<file path="src/rtl/multicycle_ctrl.sv">
// Multi-cycle RV32I control FSM: sequences fetch/decode/execute for lw, sw, R, I-ALU and beq.
// Define MULTICYCLE_CTRL_TRAP_EN to lock into TRAP on an unsupported opcode instead of treating it as a NOP.
module multicycle_ctrl (
  input  logic       clk,
  input  logic       rst,
  input  logic [6:0] op,
  input  logic [2:0] funct3,
  input  logic       funct7b5,
  input  logic       Zero,
  input  logic       mem_ready,
  output logic       mem_req,
  output logic       PCWrite,
  output logic       IRWrite,
  output logic       MemWrite,
  output logic       RegWrite,
  output logic       AdrSrc,
  output logic [1:0] ALUSrcA,
  output logic [1:0] ALUSrcB,
  output logic [1:0] ResultSrc,
  output logic [2:0] ALUControl,
  output logic [1:0] ImmSrc,
  output logic       illegal,
  output logic [3:0] state_dbg
);

  typedef enum logic [3:0] {
    S_FETCH    = 4'd0,
    S_DECODE   = 4'd1,
    S_MEMADR   = 4'd2,
    S_MEMREAD  = 4'd3,
    S_MEMWB    = 4'd4,
    S_MEMWRITE = 4'd5,
    S_EXECR    = 4'd6,
    S_EXECI    = 4'd7,
    S_ALUWB    = 4'd8,
    S_BEQ      = 4'd9,
    S_TRAP     = 4'd10
  } state_t;

  localparam logic [6:0] OP_LOAD   = 7'b0000011;
  localparam logic [6:0] OP_STORE  = 7'b0100011;
  localparam logic [6:0] OP_RTYPE  = 7'b0110011;
  localparam logic [6:0] OP_ITYPE  = 7'b0010011;
  localparam logic [6:0] OP_BRANCH = 7'b1100011;

  localparam logic [2:0] ALU_ADD = 3'b000;
  localparam logic [2:0] ALU_SUB = 3'b001;
  localparam logic [2:0] ALU_AND = 3'b010;
  localparam logic [2:0] ALU_OR  = 3'b011;
  localparam logic [2:0] ALU_SLT = 3'b101;

  state_t     state_q;
  logic       op_known;
  logic [2:0] alu_dec;

  assign op_known = (op == OP_LOAD) || (op == OP_STORE) || (op == OP_RTYPE) ||
                    (op == OP_ITYPE) || (op == OP_BRANCH);
  assign state_dbg = state_q;

  always_ff @(posedge clk) begin
    if (rst) begin
      state_q <= S_FETCH;
    end else begin
      case (state_q)
        S_FETCH:    if (mem_ready) state_q <= S_DECODE;
        S_DECODE: begin
          case (op)
            OP_LOAD, OP_STORE: state_q <= S_MEMADR;
            OP_RTYPE:          state_q <= S_EXECR;
            OP_ITYPE:          state_q <= S_EXECI;
            OP_BRANCH:         state_q <= S_BEQ;
`ifdef MULTICYCLE_CTRL_TRAP_EN
            default:           state_q <= S_TRAP;
`else
            default:           state_q <= S_FETCH;
`endif
          endcase
        end
        S_MEMADR:   state_q <= (op == OP_LOAD) ? S_MEMREAD : S_MEMWRITE;
        S_MEMREAD:  if (mem_ready) state_q <= S_MEMWB;
        S_MEMWB:    state_q <= S_FETCH;
        S_MEMWRITE: if (mem_ready) state_q <= S_FETCH;
        S_EXECR:    state_q <= S_ALUWB;
        S_EXECI:    state_q <= S_ALUWB;
        S_ALUWB:    state_q <= S_FETCH;
        S_BEQ:      state_q <= S_FETCH;
`ifdef MULTICYCLE_CTRL_TRAP_EN
        S_TRAP:     state_q <= S_TRAP;
`endif
        default:    state_q <= S_FETCH;
      endcase
    end
  end

  // funct7b5 selects sub only for register-register ops; addi ignores it.
  always_comb begin
    case (funct3)
      3'b000:  alu_dec = (state_q == S_EXECR && funct7b5) ? ALU_SUB : ALU_ADD;
      3'b010:  alu_dec = ALU_SLT;
      3'b110:  alu_dec = ALU_OR;
      3'b111:  alu_dec = ALU_AND;
      default: alu_dec = ALU_ADD;
    endcase
  end

  always_comb begin
    case (op)
      OP_STORE:  ImmSrc = 2'b01;
      OP_BRANCH: ImmSrc = 2'b10;
      default:   ImmSrc = 2'b00;
    endcase
  end

  always_comb begin
    mem_req    = 1'b0;
    PCWrite    = 1'b0;
    IRWrite    = 1'b0;
    MemWrite   = 1'b0;
    RegWrite   = 1'b0;
    AdrSrc     = 1'b0;
    ALUSrcA    = 2'b00;
    ALUSrcB    = 2'b00;
    ResultSrc  = 2'b00;
    ALUControl = ALU_ADD;
    illegal    = 1'b0;
    case (state_q)
      S_FETCH: begin
        mem_req   = 1'b1;
        ALUSrcB   = 2'b10;
        ResultSrc = 2'b10;
        IRWrite   = mem_ready;
        PCWrite   = mem_ready;
      end
      S_DECODE: begin
        ALUSrcA = 2'b01;
        ALUSrcB = 2'b01;
`ifndef MULTICYCLE_CTRL_TRAP_EN
        illegal = !op_known;
`endif
      end
      S_MEMADR: begin
        ALUSrcA = 2'b10;
        ALUSrcB = 2'b01;
      end
      S_MEMREAD: begin
        mem_req = 1'b1;
        AdrSrc  = 1'b1;
      end
      S_MEMWB: begin
        ResultSrc = 2'b01;
        RegWrite  = 1'b1;
      end
      S_MEMWRITE: begin
        mem_req  = 1'b1;
        AdrSrc   = 1'b1;
        MemWrite = mem_ready;
      end
      S_EXECR: begin
        ALUSrcA    = 2'b10;
        ALUControl = alu_dec;
      end
      S_EXECI: begin
        ALUSrcA    = 2'b10;
        ALUSrcB    = 2'b01;
        ALUControl = alu_dec;
      end
      S_ALUWB:  RegWrite = 1'b1;
      S_BEQ: begin
        ALUSrcA    = 2'b10;
        ALUControl = ALU_SUB;
        PCWrite    = Zero;
      end
`ifdef MULTICYCLE_CTRL_TRAP_EN
      S_TRAP:   illegal = 1'b1;
`endif
      default: ;
    endcase
    // Reset masks every write path so an abandoned instruction leaves no trace.
    if (rst) begin
      mem_req  = 1'b0;
      PCWrite  = 1'b0;
      IRWrite  = 1'b0;
      MemWrite = 1'b0;
      RegWrite = 1'b0;
      illegal  = 1'b0;
    end
  end

  logic unused_ok;
  assign unused_ok = op_known;

endmodule

</file>
<file path="config.mk">
export PLATFORM = sky130hd
export DESIGN_NAME = multicycle_ctrl
export DESIGN_NICKNAME = d
export VERILOG_FILES = /design/src/rtl/multicycle_ctrl.sv
export SDC_FILE = /design/constraint.sdc
export NUM_CORES = 1
export LEC_CHECK = 0
export ABC_AREA = 1
export BUFFER_PORTS_ARGS = -buffer_cell sky130_fd_sc_hd__buf_2
export CORE_ASPECT_RATIO = 1.5
export CORE_MARGIN = 5
export CORE_UTILIZATION = 23
export DETAILED_ROUTE_END_ITERATION = 6
export GPL_ROUTABILITY_DRIVEN = 0
export SKIP_LAST_GASP = 1
export SYNTH_ARGS = -nofsm -noshare
export SYNTH_HDL_FRONTEND = slang
export SYNTH_SLANG_ARGS = --single-unit
</file>
<file path="constraint.sdc">
create_clock -name clk -period 1.7 [get_ports clk]
set_input_delay 0.425 -clock clk [delete_from_list [all_inputs] [get_ports clk]]
set_output_delay 0.425 -clock clk [all_outputs]
set_load 0.005 [all_outputs]
</file>
==> flow_metrics.env <==
export IMPL_rsz0062_at_grt="yes"
export IMPL_syn_cell_area_um2=488
export IMPL_setup_violations=0
export IMPL_grt_pass1_vias=715
export IMPL_io_buffers=36
export IMPL_status="complete, no violations"
export IMPL_synth_cell_types=19
export IMPL_slowest_delay_ns=0.36
export IMPL_ys_warn_count=0
export IMPL_areaGrowthSynthToFinish_pct=71.5
export IMPL_ys_ff_latch=4
export IMPL_finalHoldViolations=0
export IMPL_htreeDepth=1
export IMPL_grt_max_degree=10
export IMPL_setup_ws_ns=0.0166
export IMPL_die_area_um2=3160
export IMPL_cts_buffers_inserted=3
export IMPL_worstPathArrival_ns=1.26
export IMPL_clk_pin_slew_ns=0.04
export IMPL_die_h_um=66.4
export IMPL_routedWlPerCell_um=11.1
export IMPL_worstSkewPairLatency_ns=0.24
export IMPL_m1WireLength_um=700
export IMPL_synth_avg_cell_area_um2=5.08
export IMPL_grt_antenna_before_repair=0
export IMPL_endpoint_kind="output pin"
export IMPL_viasPerCell=4.51
export IMPL_grt_usage=0.122
export IMPL_crit_fanout=5
export IMPL_fillers=228
export IMPL_die_width_um=47.6
export IMPL_first_pass_iters=5
export IMPL_worst_slew_pin_slew_ns=0.286
export IMPL_fin_crit_sh=0.990
export IMPL_crit_family="flip-flops"
export IMPL_rows=20
export IMPL_hold_buffers=0
export IMPL_drive_gt1_frac=0.514
export IMPL_drv_slew=0
export IMPL_start_kind="flip-flop"
export IMPL_ios=37
export IMPL_clock_path_buffers=2
export IMPL_maxCapViolCount=0
export IMPL_cts_root_buf="clkbuf_4"
export IMPL_place_ws_ns=0.123
export IMPL_cp_required_ns=1.27
export IMPL_ys_seq_area_frac=0.164
export IMPL_grt_overflow_total=0
export IMPL_met3_length_um=125
export IMPL_setup_tns_ns=0
export IMPL_vdd_drop_max_mv=0.153
export IMPL_crit_buf_inv=3
export IMPL_dp_hpwl_um=1440
export IMPL_core_um2=2030
export IMPL_layout_nets=157
export IMPL_critical_path_cell_chain="nor2_4, buf_4, nand2_4, inv_4, o21ai_2, nand2_1, buf_2"
export IMPL_power_density_nw_per_um2=419
export IMPL_antenna_cells=0
export IMPL_via_count=731
export IMPL_leakagePower_nw=0.486
export IMPL_final_antenna_net_count=0
export IMPL_cp_slowest_cell="dfxtp_4"
export IMPL_path_class="flip-flop to output pin"
export IMPL_fin_crit_ns=1.68
export IMPL_start_util=0.241
export IMPL_fin_skew_ns=0.00827
export IMPL_drt_iter0_drc=19
export IMPL_final_common_cell="buf_2"
export IMPL_finalWirelength_um=1800
export IMPL_grt_pass1_wl_um=2840
export IMPL_slew_headroom=0.808
export IMPL_cts_tree="built"
export IMPL_drc_errors=0
export IMPL_clock_sinks=4
export IMPL_synth_cells=96
export IMPL_hp_class="primary input to flip-flop"
export IMPL_largest_reg_flops=4
export IMPL_syn_num_nets=111
export IMPL_top_layer="met4"
export IMPL_route_met2_wl_um=953
export IMPL_max_freq_ghz=0.594
export IMPL_mostFrequentLayoutCells="buf_2, nand2_1, inv_1"
stage by stage:
step	instances	total power [mW]	utilization	hold slack (ns)	area [um2]
final	162	0.350	0.413	0.470	837
after global routing	162	0.382	0.413	0.475	837
after CTS	158	0.346	0.375	0.462	759
after detailed placement	155	0.218	0.349	0.699	707
after global placement	155	0.217	0.349	0.680	707
after floorplan	96	0.166	-	0.596	488
worst paths after layout:
path                        startpoint                        end  slack, ns  cells after the start
max          state_dbg[3]$_SDFFE_PP0P_                 ALUSrcB[0]       0.02                      7
min                                rst  state_dbg[0]$_SDFFE_PP0P_       0.47                      2
max reg2reg  state_dbg[3]$_SDFFE_PP0P_  state_dbg[0]$_SDFFE_PP0P_       0.46                      7
min reg2reg  state_dbg[1]$_SDFFE_PP0P_  state_dbg[2]$_SDFFE_PP0P_       0.63                      3
synthesized netlist by cell type:
cell type | number | area share
nor2_2 | 1 | 0.013
nor2_1 | 17 | 0.13
nand2_2 | 2 | 0.026
inv_1 | 20 | 0.15
nand3_2 | 1 | 0.021
nor2_4 | 1 | 0.023
nand2_1 | 24 | 0.18
inv_2 | 2 | 0.015
a21oi_2 | 1 | 0.018
a21oi_1 | 5 | 0.051
nand4_1 | 1 | 0.013
buf_1 | 1 | 0.0077
nand3_1 | 8 | 0.082
dfxtp_1 | 4 | 0.16
a211oi_1 | 1 | 0.015
o21ai_0 | 1 | 0.010
o221ai_1 | 1 | 0.018
nor4_1 | 1 | 0.013
nor3_1 | 4 | 0.041
power breakdown:
part | internal [mW] | switching, mW | leakage, nW
Combinational | 0.0555 | 0.0742 | 0.437
Clock | 0.0793 | 0.0428 | 0.0138
Sequential | 0.0930 | 0.00567 | 0.0355
Total | 0.228 | 0.123 | 0.486
cells by family after synthesis:
logic type,synth area share
AND/OR/NAND/NOR,0.546
buffers and inverters,0.177
AO/OA/AOI/OAI,0.113
flip-flops,0.164
final cells by class:
class / instances / area, um2 / area share
clock buffer: 3 / 22.5 / 0.0269
inverter: 22 / 87.6 / 0.105
multi-input combinational: 69 / 379 / 0.453
sequential: 4 / 95.1 / 0.114
tap: 22 / 27.5 / 0.0329
timing repair buffer: 42 / 225 / 0.269
routing by layer:
metal | GRT usage | vias to the layer above
li1 | - | 384
met1 | 0.131 | 310
met2 | 0.223 | 33
met3 | 0.0109 | 4
met4 | 0.0539 | 0
met5 | 0 | -
timing repair:
item,in CTS,in global routing
setup endpoints to repair,10,10
pin swaps,2,7
buffers inserted,0,4
resized for setup,15,16
No activity file was read; power rests on OpenSTA's default activity.
